===== config.mk =====
export PLATFORM = sky130hd
export DESIGN_NAME = pi_loop_sequencer
export DESIGN_NICKNAME = d
export VERILOG_FILES = /design/src/rtl/pi_loop_sequencer_pkg.sv /design/src/rtl/pi_loop_sequencer_clamp.sv /design/src/rtl/pi_loop_sequencer.sv
export SDC_FILE = /design/constraint.sdc
export NUM_CORES = 1
export LEC_CHECK = 0
export CELL_PAD_IN_SITES_DETAIL_PLACEMENT = 0
export CELL_PAD_IN_SITES_GLOBAL_PLACEMENT = 2
export CORE_MARGIN = 2
export CORE_UTILIZATION = 27
export DETAILED_ROUTE_END_ITERATION = 7
export GPL_TIMING_DRIVEN = 0
export PLACE_DENSITY_LB_ADDON = 0.1
export SYNTH_ARGS = -nofsm -noshare
export SYNTH_HDL_FRONTEND = slang
export SYNTH_SLANG_ARGS = --single-unit

===== constraint.sdc =====
create_clock -name clk -period 1.85 [get_ports clk]
set_input_delay 0.37 -clock clk [delete_from_list [all_inputs] [get_ports clk]]
set_output_delay 0.37 -clock clk [all_outputs]
set_load 0.01 [all_outputs]

===== src/rtl/pi_loop_sequencer_pkg.sv =====
// Shared definitions for the PI loop sequencer.
//   state_t   : sequencer FSM encoding, also exported on the debug port
//   clamp_hi  : largest signed code representable in range_bits bits
//   clamp_lo  : smallest signed code representable in range_bits bits
package pi_loop_sequencer_pkg;

  typedef enum logic [2:0] {
    ST_IDLE    = 3'd0,
    ST_START   = 3'd1,
    ST_WAIT    = 3'd2,
    ST_CAPTURE = 3'd3,
    ST_OUTPUT  = 3'd4
  } state_t;

  localparam int CLAMP_COUNT_WIDTH = 16;

  function automatic logic signed [63:0] clamp_hi(input int range_bits);
    return (64'sd1 <<< (range_bits - 1)) - 64'sd1;
  endfunction

  function automatic logic signed [63:0] clamp_lo(input int range_bits);
    return -(64'sd1 <<< (range_bits - 1));
  endfunction

endpackage


===== src/rtl/pi_loop_sequencer_clamp.sv =====
// Output limiter with anti-windup decision.
//   overflow, underflow : range flags from the PI pipeline (overflow wins)
//   pi_low              : low OUTPUT_RANGE_BITS of the pipeline PI result
//   dac_code            : limit code or truncated result
//   clamped             : this iteration hit a limit
//   integral_write      : integral may take the pipeline's new value
module pi_loop_sequencer_clamp
  import pi_loop_sequencer_pkg::*;
#(
  parameter int OUTPUT_RANGE_BITS = 20
) (
  input  logic                         overflow,
  input  logic                         underflow,
  input  logic [OUTPUT_RANGE_BITS-1:0] pi_low,
  output logic [OUTPUT_RANGE_BITS-1:0] dac_code,
  output logic                         clamped,
  output logic                         integral_write
);

  localparam logic [OUTPUT_RANGE_BITS-1:0] DAC_HI =
    OUTPUT_RANGE_BITS'(clamp_hi(OUTPUT_RANGE_BITS));
  localparam logic [OUTPUT_RANGE_BITS-1:0] DAC_LO =
    OUTPUT_RANGE_BITS'(clamp_lo(OUTPUT_RANGE_BITS));

  // A clamped iteration freezes the integral so it cannot wind up while
  // the output is pinned at a rail.
  always_comb begin
    dac_code       = pi_low;
    clamped        = 1'b0;
    integral_write = 1'b1;
    if (overflow) begin
      dac_code       = DAC_HI;
      clamped        = 1'b1;
      integral_write = 1'b0;
    end else if (underflow) begin
      dac_code       = DAC_LO;
      clamped        = 1'b1;
      integral_write = 1'b0;
    end
  end

endmodule


===== src/rtl/pi_loop_sequencer.sv =====
// One PI iteration per accepted ADC sample, driving an external pi_pipeline.
//   adc_valid/adc_ready/adc_data : sample input handshake
//   pipe_*  (out)                : start level and held operands to pipeline
//   pipe_*  (in)                 : result_valid, results and range flags
//   dac_valid/dac_ready/dac_data : clamped output handshake
//   integral, clamp_count, fault : loop status
//   state_dbg                    : current FSM state
// Handshakes: a transfer happens on a rising clk edge where valid and ready
// are both high; the initiator holds valid and data stable until then.
module pi_loop_sequencer
  import pi_loop_sequencer_pkg::*;
#(
  parameter int INPUT_WIDTH       = 18,
  parameter int OUTPUT_WIDTH      = 32,
  parameter int OUTPUT_RANGE_BITS = 20,
  parameter int TIMEOUT_CYCLES    = 16
) (
  input  logic                         clk,
  input  logic                         rst_n,
  input  logic                         enable,
  input  logic                         integral_clear,
  input  logic [INPUT_WIDTH-1:0]       setpoint,
  input  logic [OUTPUT_WIDTH-1:0]      kp,
  input  logic [OUTPUT_WIDTH-1:0]      ki,
  input  logic                         adc_valid,
  output logic                         adc_ready,
  input  logic [INPUT_WIDTH-1:0]       adc_data,
  output logic                         pipe_start,
  output logic [INPUT_WIDTH-1:0]       pipe_setpoint,
  output logic [INPUT_WIDTH-1:0]       pipe_actual,
  output logic [OUTPUT_WIDTH-1:0]      pipe_kp,
  output logic [OUTPUT_WIDTH-1:0]      pipe_ki,
  output logic [OUTPUT_WIDTH-1:0]      pipe_integral_input,
  input  logic                         pipe_result_valid,
  input  logic [OUTPUT_WIDTH-1:0]      pipe_integral_result,
  input  logic [OUTPUT_WIDTH-1:0]      pipe_pi_result,
  input  logic                         pipe_overflow,
  input  logic                         pipe_underflow,
  output logic                         dac_valid,
  input  logic                         dac_ready,
  output logic [OUTPUT_RANGE_BITS-1:0] dac_data,
  output logic [OUTPUT_WIDTH-1:0]      integral,
  output logic [CLAMP_COUNT_WIDTH-1:0] clamp_count,
  output logic                         fault,
  output state_t                       state_dbg
);

  localparam int CW = $clog2(TIMEOUT_CYCLES + 1);
  localparam logic [CW-1:0] WAIT_LAST = CW'(TIMEOUT_CYCLES - 1);

  state_t                         state, state_nx;
  logic [CW-1:0]                  wait_cnt;
  logic                           accept;
  logic                           timeout;
  logic [OUTPUT_RANGE_BITS-1:0]   clamp_code;
  logic                           clamped;
  logic                           integral_write;
  logic                           unused_pi_hi;

  // Only the DAC-width slice of the PI result is ever used; the rest is
  // represented by the pipeline's range flags.
  assign unused_pi_hi = ^pipe_pi_result[OUTPUT_WIDTH-1:OUTPUT_RANGE_BITS];

  assign adc_ready  = (state == ST_IDLE) && enable && !fault;
  assign accept     = adc_valid && adc_ready;
  // Start is a level held over START and WAIT, so it is low for at least
  // CAPTURE, OUTPUT and IDLE between runs.
  assign pipe_start = (state == ST_START) || (state == ST_WAIT);
  assign dac_valid  = (state == ST_OUTPUT);
  assign timeout    = (state == ST_WAIT) && !pipe_result_valid && (wait_cnt == WAIT_LAST);
  assign state_dbg  = state;

  always_comb begin
    state_nx = state;
    case (state)
      ST_IDLE:    if (accept) state_nx = ST_START;
      // result_valid may still be high from a previous run here; ignore it.
      ST_START:   state_nx = ST_WAIT;
      ST_WAIT: begin
        if (pipe_result_valid) state_nx = ST_CAPTURE;
        else if (timeout)      state_nx = ST_IDLE;
      end
      ST_CAPTURE: state_nx = ST_OUTPUT;
      ST_OUTPUT:  if (dac_ready) state_nx = ST_IDLE;
      default:    state_nx = ST_IDLE;
    endcase
  end

  pi_loop_sequencer_clamp #(
    .OUTPUT_RANGE_BITS(OUTPUT_RANGE_BITS)
  ) u_clamp (
    .overflow      (pipe_overflow),
    .underflow     (pipe_underflow),
    .pi_low        (pipe_pi_result[OUTPUT_RANGE_BITS-1:0]),
    .dac_code      (clamp_code),
    .clamped       (clamped),
    .integral_write(integral_write)
  );

  always_ff @(posedge clk or negedge rst_n) begin
    if (!rst_n) begin
      state               <= ST_IDLE;
      wait_cnt            <= '0;
      pipe_setpoint       <= '0;
      pipe_actual         <= '0;
      pipe_kp             <= '0;
      pipe_ki             <= '0;
      pipe_integral_input <= '0;
      dac_data            <= '0;
      integral            <= '0;
      clamp_count         <= '0;
      fault               <= 1'b0;
    end else begin
      state <= state_nx;

      if (accept) begin
        pipe_setpoint       <= setpoint;
        pipe_actual         <= adc_data;
        pipe_kp             <= kp;
        pipe_ki             <= ki;
        pipe_integral_input <= integral;
      end

      wait_cnt <= (state == ST_WAIT) ? wait_cnt + 1'b1 : '0;

      // A timeout on the same edge as enable low still latches the fault.
      if (timeout)      fault <= 1'b1;
      else if (!enable) fault <= 1'b0;

      if (state == ST_CAPTURE) begin
        dac_data <= clamp_code;
        if (clamped && (clamp_count != {CLAMP_COUNT_WIDTH{1'b1}}))
          clamp_count <= clamp_count + 1'b1;
      end

      // Clear wins over the writeback from the same CAPTURE cycle.
      if (integral_clear)
        integral <= '0;
      else if ((state == ST_CAPTURE) && integral_write)
        integral <= pipe_integral_result;
    end
  end

endmodule


==> results <==
- The starting density of the core is 27.4%.
- The number of levels in the clock H-tree is 1.
- The count of cell types in the netlist is 35.
- The signed area change from the synthesized netlist to the final layout is 63.5%.
- The class of the worst hold path is in2reg.
- Final hold analysis gives a worst-case slack of 0.423 ns.
- STA classifies the critical path endpoint as a primary output.
- The remaining max-slew budget at the tightest pin is 43.3%.
- In this run the top signal layer used is met4.
- After clock tree synthesis, the clock-pin slew on the worst setup and hold paths is 0.06 ns.
- Derived from the worst setup path, the maximum achievable clock frequency is 548 MHz.
- The number of enable-type register cells in the synthesized netlist is 0.
- 380 I/O pins were placed.
- The area of the mapped netlist is 0.00835 mm².
- The worst-case vdd ir drop is 624 µV.
- In this run the mean area of a mapped cell was 15.1 µm².
- After routing the design area is 0.0136 mm².
- The number of global-route vias before repair is 6459.
- The number of max-slew violations in the final report is 0.
- The final global-route overflow total is 0.
- The top fanout value on the critical path is 8.
- The count of buffers added on input and output ports is 367.
- For this run, the total global-route usage over all layers was measured as 15.8%.
- The post-route DRC violation count is 0.
- The core footprint is 0.0305 mm².
- The number of antenna violations at the first check in global routing is 1.
- Clock skew on the completed layout was measured at 0.0129 ns.
- The critical path is of the reg2out type.
- The routed metal-1 wire length is 11100 µm.
- The routed wire length per instance is 18.8 µm.
- The sum of net half-perimeters after detailed placement is 18500 µm.
- The signal arrival time at the worst endpoint is 1.46 ns.
- Counting cells, the worst reg-to-reg path comes to 7.
- The first element of the critical path is state_dbg[1].
- Counting every instance in the synthesized netlist gives 553.
- Power spread over the standard cell area amounts to 1410 mW/mm².
- The wire length reported by the detailed router is 25800 µm.
- The die is 180 µm wide.
- The post-route clock period utilization is 98.7%.
- Setup repair after global routing could not meet its margin everywhere.
- The async set-or-reset flop fraction in the synthesized netlist is 100%.
- The number of cells in the design after placement is 1317.
- The final estimated routing congestion in global placement is 0.709.
- The violation count after the first detailed-route iteration is 134.
- For the worst setup path, the data required time is 1.48 ns.
- Entering global routing, the biggest net connects 107 pins.
- TritonCTS built the clock tree.
- The routed wire length on met3 is 2550 µm.
- The dominant synthesized flop cell is sky130_fd_sc_hd__dfrtp_1.
- The count of final hold-check violations is 0.
- The overall die height is 180 µm.
- Counting flops and latches in the post-synthesis netlist gives 209.
- The share of final-layout standard cells stronger than drive strength 1 is 23.3%.
- At the pin with the least slew margin, the transition time is 0.850 ns.
- The number of warnings printed during yosys synthesis is 0.
- The sequential-to-total area share from yosys stat is 62.7%.
- Before antenna repair, the detailed router went through 4 iterations.
- After detailed placement, the total cell area comes to 0.0125 mm².
- Following the worst setup path forward leads to its endpoint at pipe_start.
- The flow ran to the end, and the final reports show no timing, DRC or antenna violations.
- In this run the static leakage power is 7.08 nW.
- The final route contains 5994 vias.
- The worst register-to-register path begins at state_dbg[1].
- The worst register-to-register path ends at pipe_integral_input[23].
- The die area is 0.0323 mm².
- The first global-routing pass estimated 40300 µm of wire.
- Counting along the longest clock path gives a buffer depth of 3.
- The number of clock sinks seen by CTS is 209.
- At the later pin of the worst-skew pair, clock insertion delay measures 0.52 ns.
- The met2 wire length is 11800 µm.
- The max-capacitance violation count is 0.
- The clock buffer count from CTS is 26.
- The setup slack on the worst flop-to-flop path is 0.05 ns.
- The setup-violating endpoint count in the final report is 0.
- The count of filler cells inserted in the layout is 2833.
- The number of vias per cell after detailed routing is 4.36.
- In this run the core area contains 64 standard-cell rows.
- After the flow finishes, the layout carries non-filler instances totaling 1375.
- The worst path in the final design needs a cycle of 1.83 ns, including I/O delays and setup.
- The count of nets after finishing is 1136.
- The number of nets still failing antenna checks after routing is 0.
- The clock tree root driver cell is sky130_fd_sc_hd__clkbuf_16.
- The total nets after synthesis is 729.
- The setup TNS is 0 ns.
- The type of element launching the critical path is a flop.
==> where the power goes <==
group	internal, mW	switching (mW)
combinational	4.47	2.88
clock	3.01	1.95
sequential	6.08	0.791
total	13.6	5.62
==> flip-flops by register name (all words and copies together), names as in the netlist <==
register and cells:
pipe_actual 18, clamp_count 16, pipe_kp 32, pipe_integral_input 32, pipe_setpoint 18, dac_data 20
pipe_ki 32, state_dbg 3, integral 32, fault 1, wait_cnt 5
==> kinds of logic after synthesis <==
| group | after synthesis | share of synthesized area (%) |
|---|---|---|
| flip-flops | 209 | 62.7 |
| multiplexers | 134 | 21.2 |
| AO/OA/AOI/OAI | 90 | 7.18 |
| AND/OR/NAND/NOR | 71 | 4.68 |
| buffers and inverters | 32 | 2.32 |
| XOR/XNOR | 14 | 1.47 |
| adder cells (fa/ha/maj) | 3 | 0.450 |
==> what timing repair did <==
item,in CTS,in global routing
setup buffers,8,3
endpoints found under the hold margin,103,0
pin swaps,1,1
setup endpoints to repair,174,211
gates resized for setup,80,74
hold buffers,1,0
==> final cells by class <==
type | count | area, µm² | share of cell area, %
antenna | 1 | 2.50 | 0.0183
buffer | 28 | 199 | 1.46
multi-input combinational | 312 | 2980 | 21.8
sequential | 209 | 5240 | 38.4
clock buffer | 44 | 830 | 6.08
tap | 396 | 495 | 3.63
clock inverter | 2 | 10.0 | 0.0734
timing repair buffer | 380 | 3880 | 28.4
inverter | 3 | 11.3 | 0.0825
==> critical path, cell delays in order, from the launching register on <==
cell	delay, ns
sky130_fd_sc_hd__dfrtp_1	0.38
sky130_fd_sc_hd__buf_6	0.15
sky130_fd_sc_hd__nand2b_4	0.14
sky130_fd_sc_hd__a21oi_2	0.12
sky130_fd_sc_hd__buf_4	0.15
==> worst min-delay path by stage <==
stage                            from  cells after the start  slack, ns              to
after floorplan                 rst_n                      0       0.07  clamp_count[0]
after global placement    wait_cnt[0]                      1       0.46     wait_cnt[0]
after detailed placement  wait_cnt[0]                      1       0.46     wait_cnt[0]
after CTS                   dac_ready                      2       0.39    state_dbg[2]
after global routing        dac_ready                      2       0.40    state_dbg[2]
final                       dac_ready                      2       0.42    state_dbg[2]
==> metrics by stage <==
stage / utilization, % / setup slack, ns / power, mW
final: 44.7 / 0.0238 / 19.2
after global placement: 41.0 / -9.38 / 14.4
after CTS: 44.0 / -0.0924 / 19.5
after detailed placement: 41.1 / -0.449 / 14.5
after global routing: 44.7 / -0.0531 / 20.3
after floorplan: - / 0.139 / 10.2
==> placed cells by master (no fill, tap or decap), types with 3 or more instances in the layout <==
master and count:
sky130_fd_sc_hd__o211ai_1 3, sky130_fd_sc_hd__xnor2_1 13, sky130_fd_sc_hd__nand3_1 7, sky130_fd_sc_hd__o21ai_0 23
sky130_fd_sc_hd__nor4_4 3, sky130_fd_sc_hd__dlygate4sd2_1 52, sky130_fd_sc_hd__ha_1 3, sky130_fd_sc_hd__clkdlybuf4s50_1 250
sky130_fd_sc_hd__clkbuf_1 15, sky130_fd_sc_hd__a21oi_1 24, sky130_fd_sc_hd__mux2_2 64, sky130_fd_sc_hd__dfrtp_2 5
sky130_fd_sc_hd__nor2_1 9, sky130_fd_sc_hd__clkbuf_8 9, sky130_fd_sc_hd__o2111ai_1 3, sky130_fd_sc_hd__a22o_1 32
sky130_fd_sc_hd__dlymetal6s2s_1 61, sky130_fd_sc_hd__mux2_4 70, sky130_fd_sc_hd__clkbuf_16 27, sky130_fd_sc_hd__buf_6 9
sky130_fd_sc_hd__clkbuf_2 4, sky130_fd_sc_hd__buf_2 6, sky130_fd_sc_hd__nand2_1 28, sky130_fd_sc_hd__dfrtp_1 204
sky130_fd_sc_hd__buf_4 13, sky130_fd_sc_hd__and3_1 7
==> layer usage <==
metal,GRT usage (%),vias up
met2,25.1,247
met5,0,-
li1,-,2795
met1,20.1,2926
met4,3.64,0
met3,6.44,26
==> synthesized netlist by cell type (all sizes together) (2+ instances only) <==
master,count,share of area [%]
nand2b,4,0.30
buf,17,1.6
o21ai,24,1.5
xnor2,13,1.4
and4,2,0.21
o211ai,3,0.27
inv,2,0.090
nand2,29,1.3
ha,3,0.45
a21oi,25,1.5
nand3,8,0.48
dfrtp,209,63
clkbuf,12,0.54
mux2,134,21
nor2,12,0.54
nor4,3,0.66
a22o,32,3.4
and3,8,0.60
o2111ai,3,0.31
No activity file was read; power rests on OpenSTA's default activity.
